`config.mk`:
```
export PLATFORM = sky130hd
export DESIGN_NAME = multi_cycle_controller
export DESIGN_NICKNAME = d
export VERILOG_FILES = /design/src/rtl/controller_pkg.sv /design/src/rtl/controller_decode.sv /design/src/rtl/multi_cycle_controller.sv
export SDC_FILE = /design/constraint.sdc
export NUM_CORES = 1
export LEC_CHECK = 0
export CAP_MARGIN = 20
export CORE_ASPECT_RATIO = 0.8
export CORE_UTILIZATION = 45
export DETAILED_ROUTE_END_ITERATION = 7
export GPL_TIMING_DRIVEN = 0
export HOLD_SLACK_MARGIN = 0.03
export PLACE_DENSITY = 0.84
export SLEW_MARGIN = 20
export SYNTH_ARGS = -nofsm -noshare
export SYNTH_HDL_FRONTEND = slang
export SYNTH_SLANG_ARGS = --single-unit
```
`constraint.sdc`:
```
create_clock -name clock -period 5.1 [get_ports clock]
set_input_delay 1.02 -clock clock [delete_from_list [all_inputs] [get_ports clock]]
set_output_delay 1.02 -clock clock [all_outputs]
set_load 0.02 [all_outputs]
```
`src/rtl/controller_pkg.sv`:
```
// rtl/controller_pkg.sv - shared encodings and decode record for the multi-cycle controller
//
// Contents: FSM state encoding, opcode/funct codes, ALU_OP width, decode flag
// record, and funct classification helpers used by the decoder.
package controller_pkg;

  localparam int STATE_W  = 3;
  localparam int ALU_OP_W = 2;

  typedef enum logic [STATE_W-1:0] {
    ST_FETCH     = 3'd0,
    ST_DECODE    = 3'd1,
    ST_EXECUTE   = 3'd2,
    ST_MEM       = 3'd3,
    ST_WRITEBACK = 3'd4
  } state_t;

  // Primary opcodes (instruction bits [31:26]); I-format ALU ops occupy 0x08..0x0F
  localparam logic [5:0] OP_RTYPE = 6'h00;
  localparam logic [5:0] OP_J     = 6'h02;
  localparam logic [5:0] OP_JAL   = 6'h03;
  localparam logic [5:0] OP_BEQ   = 6'h04;
  localparam logic [5:0] OP_BNE   = 6'h05;
  localparam logic [5:0] OP_LW    = 6'h23;
  localparam logic [5:0] OP_SW    = 6'h2B;

  // R-type funct codes (instruction bits [5:0])
  localparam logic [5:0] FN_SLL  = 6'h00;
  localparam logic [5:0] FN_SRL  = 6'h02;
  localparam logic [5:0] FN_SRA  = 6'h03;
  localparam logic [5:0] FN_SLLV = 6'h04;
  localparam logic [5:0] FN_SRLV = 6'h06;
  localparam logic [5:0] FN_SRAV = 6'h07;
  localparam logic [5:0] FN_JR   = 6'h08;
  localparam logic [5:0] FN_ADD  = 6'h20;
  localparam logic [5:0] FN_ADDU = 6'h21;
  localparam logic [5:0] FN_SUB  = 6'h22;
  localparam logic [5:0] FN_SUBU = 6'h23;
  localparam logic [5:0] FN_AND  = 6'h24;
  localparam logic [5:0] FN_OR   = 6'h25;
  localparam logic [5:0] FN_XOR  = 6'h26;
  localparam logic [5:0] FN_NOR  = 6'h27;
  localparam logic [5:0] FN_SLT  = 6'h2A;
  localparam logic [5:0] FN_SLTU = 6'h2B;

  typedef struct packed {
    logic                r_type;
    logic                jr;
    logic                jmp;
    logic                jal;
    logic                branch;
    logic                nbranch;
    logic                lw;
    logic                sw;
    logic                reg_dst;
    logic                alu_src;
    logic                i_format;
    logic                sftmd;
    logic [ALU_OP_W-1:0] alu_op;
  } decode_t;

  function automatic logic is_shift_funct(input logic [5:0] fn);
    return fn inside {FN_SLL, FN_SRL, FN_SRA, FN_SLLV, FN_SRLV, FN_SRAV};
  endfunction

  function automatic logic is_legal_funct(input logic [5:0] fn);
    return is_shift_funct(fn) ||
           (fn inside {FN_JR, FN_ADD, FN_ADDU, FN_SUB, FN_SUBU, FN_AND, FN_OR,
                       FN_XOR, FN_NOR, FN_SLT, FN_SLTU});
  endfunction

endpackage

```
`src/rtl/controller_decode.sv`:
```
// rtl/controller_decode.sv - combinational instruction decoder
//
// Ports:
//   opcode [5:0]  in   latched instruction bits [31:26]
//   funct  [5:0]  in   latched instruction bits [5:0]
//   dec           out  decode flags (all zero for an illegal instruction)
//   legal         out  instruction is supported
module controller_decode
  import controller_pkg::*;
(
  input  logic [5:0] opcode,
  input  logic [5:0] funct,
  output decode_t    dec,
  output logic       legal
);

  logic r_op;
  logic i_op;

  always_comb begin
    r_op  = (opcode == OP_RTYPE) && is_legal_funct(funct);
    i_op  = (opcode[5:3] == 3'b001);
    legal = r_op || i_op ||
            (opcode inside {OP_J, OP_JAL, OP_BEQ, OP_BNE, OP_LW, OP_SW});

    dec = '0;
    if (legal) begin
      dec.r_type   = r_op;
      dec.jr       = r_op && (funct == FN_JR);
      dec.jmp      = (opcode == OP_J);
      dec.jal      = (opcode == OP_JAL);
      dec.branch   = (opcode == OP_BEQ);
      dec.nbranch  = (opcode == OP_BNE);
      dec.lw       = (opcode == OP_LW);
      dec.sw       = (opcode == OP_SW);
      dec.reg_dst  = r_op;
      dec.i_format = i_op;
      dec.alu_src  = i_op || (opcode == OP_LW) || (opcode == OP_SW);
      dec.sftmd    = r_op && is_shift_funct(funct);
      dec.alu_op   = {r_op || i_op, (opcode == OP_BEQ) || (opcode == OP_BNE)};
    end
  end

endmodule

```
`src/rtl/multi_cycle_controller.sv`:
```
// rtl/multi_cycle_controller.sv - multi-cycle FETCH/DECODE/EXECUTE/MEM/WRITEBACK controller
//
// Ports:
//   clock, reset                  in   system clock, synchronous active-high reset
//   opcode, function_opcode [5:0] in   instruction fields, sampled in FETCH
//   instr_valid                   in   instruction present (FETCH only)
//   alu_result_high               in   upper ALU result, sampled in EXECUTE for lw/sw
//   mem_ready                     in   memory/IO access complete (MEM only)
//   state [2:0]                   out  current FSM state code
//   fetch_req, ir_write, pc_write, instr_done          out  sequencing strobes
//   jr, jmp, jal, branch, nbranch, reg_dst, alu_src,
//   i_format, sftmd, alu_op [1:0]                      out  decode of latched instruction
//   reg_write, mem_read, mem_write, io_read, io_write,
//   memorio_to_reg                                     out  state-qualified strobes
//   illegal_instr, bus_error                           out  single-cycle error pulses
module multi_cycle_controller
  import controller_pkg::*;
#(
  parameter int                         ADDR_HIGH_WIDTH = 22,
  parameter logic [ADDR_HIGH_WIDTH-1:0] IO_BASE_HIGH    = '1,
  parameter int                         MEM_TIMEOUT     = 15
) (
  input  logic                       clock,
  input  logic                       reset,
  input  logic [5:0]                 opcode,
  input  logic [5:0]                 function_opcode,
  input  logic                       instr_valid,
  input  logic [ADDR_HIGH_WIDTH-1:0] alu_result_high,
  input  logic                       mem_ready,
  output logic [STATE_W-1:0]         state,
  output logic                       fetch_req,
  output logic                       ir_write,
  output logic                       pc_write,
  output logic                       instr_done,
  output logic                       jr,
  output logic                       jmp,
  output logic                       jal,
  output logic                       branch,
  output logic                       nbranch,
  output logic                       reg_dst,
  output logic                       alu_src,
  output logic                       i_format,
  output logic                       sftmd,
  output logic [ALU_OP_W-1:0]        alu_op,
  output logic                       reg_write,
  output logic                       mem_read,
  output logic                       mem_write,
  output logic                       io_read,
  output logic                       io_write,
  output logic                       memorio_to_reg,
  output logic                       illegal_instr,
  output logic                       bus_error
);

  state_t      state_q, state_d;
  logic [5:0]  op_q, fn_q;
  logic        io_sel_q;
  logic [7:0]  wait_cnt_q;
  // Marks the first cycle after reset; no instruction is accepted then so
  // every strobe stays low for that cycle.
  logic        post_reset_q;

  decode_t     dec;
  logic        legal;
  logic        accept;
  logic        timeout_hit;

  controller_decode u_decode (
    .opcode (op_q),
    .funct  (fn_q),
    .dec    (dec),
    .legal  (legal)
  );

  assign accept = (state_q == ST_FETCH) && instr_valid && !post_reset_q;

  // Fires on the last allowed wait cycle; a mem_ready in that same cycle wins.
  assign timeout_hit = (state_q == ST_MEM) && !mem_ready &&
                       (wait_cnt_q == 8'(MEM_TIMEOUT - 1));

  assign state = state_q;

  always_ff @(posedge clock) begin
    if (reset) begin
      state_q <= ST_FETCH;
    end else begin
      state_q <= state_d;
    end
  end

  always_ff @(posedge clock) begin
    if (reset) begin
      op_q         <= '0;
      fn_q         <= '0;
      io_sel_q     <= 1'b0;
      wait_cnt_q   <= '0;
      post_reset_q <= 1'b1;
    end else begin
      post_reset_q <= 1'b0;
      if (accept) begin
        op_q <= opcode;
        fn_q <= function_opcode;
      end
      if (state_q == ST_EXECUTE && (dec.lw || dec.sw)) begin
        io_sel_q <= (alu_result_high == IO_BASE_HIGH);
      end
      // Clearing in EXECUTE means the counter starts at zero on MEM entry.
      if (state_q == ST_EXECUTE) begin
        wait_cnt_q <= '0;
      end else if (state_q == ST_MEM && !mem_ready) begin
        wait_cnt_q <= wait_cnt_q + 8'd1;
      end
    end
  end

  always_comb begin
    state_d = state_q;
    case (state_q)
      ST_FETCH:     if (accept) state_d = ST_DECODE;
      ST_DECODE:    state_d = legal ? ST_EXECUTE : ST_FETCH;
      ST_EXECUTE: begin
        if (dec.jal)                                          state_d = ST_WRITEBACK;
        else if (dec.branch || dec.nbranch || dec.jmp || dec.jr) state_d = ST_FETCH;
        else if (dec.lw || dec.sw)                            state_d = ST_MEM;
        else                                                  state_d = ST_WRITEBACK;
      end
      ST_MEM: begin
        if (mem_ready)        state_d = dec.lw ? ST_WRITEBACK : ST_FETCH;
        else if (timeout_hit) state_d = ST_FETCH;
      end
      ST_WRITEBACK: state_d = ST_FETCH;
      default:      state_d = ST_FETCH;
    endcase
  end

  always_comb begin
    fetch_req      = (state_q == ST_FETCH);
    ir_write       = 1'b0;
    pc_write       = 1'b0;
    instr_done     = 1'b0;
    jr             = 1'b0;
    jmp            = 1'b0;
    jal            = 1'b0;
    branch         = 1'b0;
    nbranch        = 1'b0;
    reg_dst        = 1'b0;
    alu_src        = 1'b0;
    i_format       = 1'b0;
    sftmd          = 1'b0;
    alu_op         = '0;
    reg_write      = 1'b0;
    mem_read       = 1'b0;
    mem_write      = 1'b0;
    io_read        = 1'b0;
    io_write       = 1'b0;
    memorio_to_reg = 1'b0;
    illegal_instr  = 1'b0;
    bus_error      = 1'b0;

    if (!reset) begin
      ir_write = accept;
      if (state_q != ST_FETCH) begin
        jr       = dec.jr;
        jmp      = dec.jmp;
        jal      = dec.jal;
        branch   = dec.branch;
        nbranch  = dec.nbranch;
        reg_dst  = dec.reg_dst;
        alu_src  = dec.alu_src;
        i_format = dec.i_format;
        sftmd    = dec.sftmd;
        alu_op   = dec.alu_op;
      end
      case (state_q)
        ST_DECODE: begin
          illegal_instr = !legal;
          instr_done    = !legal;
        end
        ST_EXECUTE: begin
          pc_write   = dec.branch || dec.nbranch || dec.jmp || dec.jr || dec.jal;
          instr_done = dec.branch || dec.nbranch || dec.jmp || dec.jr;
        end
        ST_MEM: begin
          mem_read   = dec.lw && !io_sel_q;
          io_read    = dec.lw && io_sel_q;
          mem_write  = dec.sw && !io_sel_q;
          io_write   = dec.sw && io_sel_q;
          bus_error  = timeout_hit;
          instr_done = timeout_hit || (mem_ready && dec.sw);
        end
        ST_WRITEBACK: begin
          reg_write      = (dec.r_type && !dec.jr) || dec.i_format || dec.lw || dec.jal;
          memorio_to_reg = dec.lw;
          instr_done     = 1'b1;
        end
        default: ;
      endcase
    end
  end

endmodule

```
==> impl_metrics.yaml, run 1 <==
layout:
  drive_gt1_share_pct: 4.63
  n_fill_cell: 279
  diodes: 0
  final_core_util_pct: 71.2
  final_area_mm2: 0.00223
  area_delta_synth_final_pct: 48.4
  layout.nets: 300
floorplan:
  die_w_um: 66.6
  fp.dieArea_mm2: 0.00357
  num_rows: 18
  coreArea_mm2: 0.00313
  initial_utilization_pct: 48.0
  die_h_um: 53.7
  ios: 64
routing:
  wl_per_cell_um: 13.2
  post-route-drc-count: 0
  via_per_inst: 5.40
  firstDrtPassIters: 4
  routed_wirelength_um: 3950
  vias: 1614
  drt_iter0_drc: 71
  drtAntennaViolNets: 0
global_routing:
  grt_pass1_vias: 1372
  grt_max_degree: 15
  grt_pass1_wl_um: 6130
  track_usage_pct: 22.8
  grt-ovfl-total: 0
  antenna_found_initial: 0
placement:
  placement.setup.worst_slack_ns: 0.849
  gp_congestion: 0.855
  placed_area_mm2: 0.00218
  port_buffers: 63
  dp.final_hpwl_um: 3130
pwr:
  p_seq_share_pct: 49.9
  p_per_area_mw_per_mm2: 189
  ir_worst_vdd_mv: 0.133
  p_leak_nw: 0.839
  sw_frac_of_total_pct: 27.3
  internal_power_mw: 0.306
  p_clk_share_pct: 28.4
  switching_power_mw: 0.115
  combPwrFrac_pct: 21.7
clock_tree:
  ctsRootBufferMaster: "clkbuf_8"
  post-cts-setup-buffer-count: 0
  path_clk_slew_ns: 0.08
  hold_buffers: 0
  cts-htree-levels: 1
  cts_buffer_depth: 2
  cts.sinks: 25
  insertion_delay_ns: 0.28
  cts_made_buffers: 3
  tritoncts: "done"
  cts.repair.resized: 0
worst_setup_path:
  cpMostUsedCell: "clkdlybuf4s50_1"
  r2r_start: "state[2]$_SDFFE_PP0P_"
  crit_required_ns: 4.08
  critPathKind: "in2out"
  cp_cell_sequence: "clkdlybuf4s50_1, nor4bb_1, clkbuf_1, nand4_1, o311ai_0, o31a_1, clkdlybuf4s50_1"
  worst_path_largest_cell_delay_ns: 0.62
  cp.arrival_ns: 3.25
  crit_path_start_kind: "input port"
  endpoint_kind: "output port"
  crit_path_top_delay_cell: "clkdlybuf4s50_1"
  worstSetupStartpoint: "mem_ready"
  path_max_fanout: 9
  ff2ff_setup_slack_ns: 3.04
yosys:
  ys_ff_latch: 25
  synth-edff-count: 0
  synth-async-reset-ratio_pct: 0
  synthCells: 192
  synth_commonest_cells: "nor2_1, dfxtp_1, nand2_1"
  ys.flop_type: "dfxtp_1"
  post-synth-top-count-cell: "nor2_1"
  ys_types: 41
  synth_top_area_share_pct: 33.3
  yosysSeqAreaShare_pct: 33.3
  synth_area_leader_cell: "dfxtp_1"
  ys_warn_count: 0
  syn_area_mm2: 0.00150
  avgSynthCellArea_um2: 7.82
  synth_area_leaders: "dfxtp_1, mux2i_1, nor2_1, nand2_1, nand4_1"
  synth_nets: 232
timing:
  max_slew_margin_pct: 54.1
  slew_violations: 0
  period_needed_ns: 4.27
  tightest_slew_ns: 0.683
  setup_ws_ns: 0.828
  timing.setup.tns_ns: 0
  finClkSkew_ns: 0.00865
  fin_hold_ws_ns: 0.507
  fmax_ghz: 0.234
  rsz0062_at_grt: "false"
  setup_violations: 0
  period_share_pct: 83.8
  finalHoldViolCount: 0
min_path:
  min_from: "io_sel_q$_SDFFE_PP0P_"
  hold_path.class: "reg2reg"
run_status:
  status: "completed"
job:
  drv_cap: 0
final timing paths:
path | cells after the start | to
worst max register to register | 5 | fn_q[5]$_SDFFE_PP0P_
worst min-delay path | 2 | io_sel_q$_SDFFE_PP0P_
worst max-delay path | 7 | instr_done
worst min register to register | 2 | io_sel_q$_SDFFE_PP0P_
area by class of cell:
type	instances	area (um^2)	area share [%]
multi-input cells	152	942	42.3
repair buffers	63	631	28.3
flip-flops and latches	25	500	22.5
well taps	40	50.0	2.25
clock buffers	3	41.3	1.85
plain buffers	8	32.5	1.46
inverters	7	26.3	1.18
clock inverters	1	5.00	0.225
registers in the layout, indices dropped and copies added, names as in the netlist:
name / count
wait_cnt_q: 8
fn_q: 6
op_q: 6
state: 3
io_sel_q: 1
post_reset_q: 1
cells by family after synthesis:
family / Yosys count / synth area share [%]
and+or+nand+nor: 104 / 37.5
muxes: 13 / 8.67
DFF: 25 / 33.3
xor gates and xnor gates: 7 / 4.08
adders and majority gates: 2 / 1.67
buffers and inverters: 15 / 3.92
AOI/OAI and AO/OA: 26 / 10.8
worst max-delay path: cells and delay by family:
kind / cells / cell delay, ns
buf+inv: 3 / 1.43
compound gates: 2 / 0.32
simple gates: 2 / 0.49
per-stage QoR:
stage               total power, mW  cells
floorplan                     0.259    192
global placement              0.303    295
detailed placement            0.305    295
CTS                           0.425    299
global route                  0.442    299
finish                        0.421    299
power groups by stage:
stage | Combinational, mW | Clock [mW] | Sequential [mW]
after global placement | 0.0888 | 0 | 0.214
after CTS | 0.0909 | 0.124 | 0.210
after floorplan | 0.0456 | 0 | 0.213
final | 0.0914 | 0.120 | 0.210
after detailed placement | 0.0905 | 0 | 0.215
after global routing | 0.0989 | 0.132 | 0.211
cell usage in the layout (no fill, tap or decap), types with 2 or more instances in the layout:
cell / count
ha_1: 2
nand2b_1: 3
or4_1: 2
buf_2: 2
mux2i_1: 13
clkbuf_1: 6
nand4_1: 7
nand2_1: 14
nand3b_1: 2
or2_2: 3
clkdlybuf4s50_1: 63
nor4_1: 6
o21ai_0: 8
nor2_1: 34
nand3_1: 5
nor2b_1: 2
dfxtp_1: 25
xnor2_1: 2
o21a_1: 2
and3_1: 3
nor4b_1: 3
inv_1: 7
xor2_1: 5
nor3b_1: 4
a21oi_1: 8
clkbuf_8: 3
and3b_1: 2
nor3_1: 7
metal layers:
layer	wire length (um)	vias up	track usage (%)
li1	-	816	-
met1	1830	714	30.6
met2	1770	77	37.7
met3	283	7	4.24
met4	63	0	6.38
met5	0	-	0
No activity file was read; power rests on OpenSTA's default activity.
==> inputs of run 2 (changes only) <==
Settings changed: CORE_UTILIZATION 45 to 42, PLACE_DENSITY 0.84 to 0.79.
Clock period 5.1 ns to 4.26 ns, I/O delays scaled along.
==> run 2 against run 1 <==
Against the previous run:
- worst setup slack worse by 0.43 ns
- critical path depth unchanged
- register-to-register slack worse by 0.77 ns
- clock power up 20%
- via count down 0.87%
- sequential power up 20%
- non-clock buffer count unchanged
- die area up 6.9%
- first-iteration DRC count unchanged
- sequential cell count unchanged
- core utilization down 6.0 points
- count of clock-buffer cells in the layout unchanged
- largest power group unchanged
==> impl_metrics.yaml, run 2 (synthesized netlist as in run 1, its figures left out) <==
layout:
  drive_gt1_share_pct: 4.63
  layout_common_cells: "clkdlybuf4s50_1, nor2_1, dfxtp_1"
  diodes: 0
  n_fill_cell: 323
  mostFrequentLayoutCell: "clkdlybuf4s50_1"
  area_delta_synth_final_pct: 48.6
  largest-register: "wait_cnt_q"
  largest_reg_flops: 8
  layout.nets: 300
  largestRegisters: "wait_cnt_q (8), fn_q (6), op_q (6)"
pwr:
  switching_power_mw: 0.137
  internal_power_mw: 0.367
  p_seq_share_pct: 49.9
  p_leak_nw: 0.839
  p_per_area_mw_per_mm2: 226
  combPwrFrac_pct: 21.6
  p_clk_share_pct: 28.6
  sw_frac_of_total_pct: 27.2
  total_power_mw: 0.504
  ir_worst_vdd_mv: 0.161
clock_tree:
  post-cts-setup-buffer-count: 0
  cts.repair.resized: 0
  ctsRootBufferMaster: "clkbuf_8"
  hold_buffers: 0
  cts-htree-levels: 1
  path_clk_slew_ns: 0.08
  tritoncts: "done"
  cts_made_buffers: 3
  insertion_delay_ns: 0.27
  cts_buffer_depth: 2
  cts.sinks: 25
global_routing:
  antenna_found_initial: 0
  grtUsageMet1_pct: 23.4
  busiest_layer: "met2"
  grt-ovfl-total: 0
  use_met2_pct: 34.8
  grt_pass1_vias: 1475
  track_usage_pct: 20.2
  met3_usage_pct: 5.17
  grt_max_degree: 15
  grt_pass1_wl_um: 5910
floorplan:
  die_w_um: 68.8
  die_h_um: 55.5
  initial_utilization_pct: 43.9
  coreArea_mm2: 0.00342
  num_rows: 19
  ios: 64
  fp.dieArea_mm2: 0.00382
timing:
  period_share_pct: 90.8
  period_needed_ns: 3.87
  slew_violations: 0
  finClkSkew_ns: 0.0103
  finalHoldViolCount: 0
  timing.setup.tns_ns: 0
  max_slew_margin_pct: 58.2
  setup_violations: 0
  tightest_slew_ns: 0.622
  fmax_ghz: 0.259
  fin_hold_ws_ns: 0.500
  rsz0062_at_grt: "false"
worst_setup_path:
  crit_required_ns: 3.41
  worstRegToRegCells: 6
  cp.arrival_ns: 3.01
  critPathKind: "in2out"
  path_max_fanout: 9
  endpoint_kind: "output port"
  crit_path_start_kind: "input port"
routing:
  wl_per_cell_um: 12.1
  vias: 1600
  routed_wirelength_um: 3640
  post-route-drc-count: 0
  drtAntennaViolNets: 0
  firstDrtPassIters: 4
  via_per_inst: 5.32
  drt_iter0_drc: 71
job:
  drv_cap: 0
min_path:
  hold_path.class: "reg2reg"
  hold_depth: 2
placement:
  dp.final_hpwl_um: 2880
  port_buffers: 63
  gp_congestion: 0.921
run_status:
  status: "completed"
run 2: cell counts in the layout (fill, tap and decap cells not counted):
Identical to the previous run, type by type.
run 2: cell type report:
| cell class | instances | area [um^2] | share of cell area, % |
|---|---|---|---|
| Multi-Input combinational cell | 152 | 942 | 42.2 |
| Timing Repair Buffer | 63 | 631 | 28.3 |
| Sequential cell | 25 | 500 | 22.4 |
| Tap cell | 42 | 52.6 | 2.36 |
| Clock buffer | 3 | 41.3 | 1.85 |
| Buffer | 8 | 32.5 | 1.46 |
| Inverter | 7 | 26.3 | 1.18 |
| Clock inverter | 1 | 5.00 | 0.224 |
run 2: power by group through the flow:
stage / clock network (mW) / registers [mW] / logic (mW)
floorplan: 0 / 0.255 / 0.0547
global placement: 0 / 0.256 / 0.107
detailed placement: 0 / 0.257 / 0.109
CTS: 0.146 / 0.251 / 0.109
global route: 0.159 / 0.253 / 0.119
finish: 0.144 / 0.251 / 0.109
run 2: path summary, 6_finish.rpt:
check                        startpoint                    end  slack [ns]
setup / recovery              mem_ready             instr_done        0.39
hold / removal    io_sel_q$_SDFFE_PP0P_  io_sel_q$_SDFFE_PP0P_        0.50
setup reg to reg   op_q[2]$_SDFFE_PP0P_  io_sel_q$_SDFFE_PP0P_        2.27
hold reg to reg   io_sel_q$_SDFFE_PP0P_  io_sel_q$_SDFFE_PP0P_        0.50
run 2: metrics by stage:
stage          setup WS, ns  std cells  util [%]  area [um^2]
2_1_floorplan          1.02        192         -         1500
3_3_place_gp          0.379        297      63.8         2180
3_5_place_dp          0.385        297      63.8         2180
4_1_cts               0.375        301      65.2         2230
5_1_grt               0.235        301      65.2         2230
6_report              0.394        301      65.2         2230
run 2: critical path, cell delays in order:
cell,delay (ns)
clkdlybuf4s50_1,0.45
nor4bb_1,0.27
clkbuf_1,0.32
nand4_1,0.21
o311ai_0,0.14
o31a_1,0.17
clkdlybuf4s50_1,0.60
run 2: layer usage:
layer | part of all wire, % | routed length [um]
met1 | 45 | 1630
met2 | 47 | 1720
met4 | 0.52 | 19
met5 | 0 | 0
met3 | 7.5 | 272
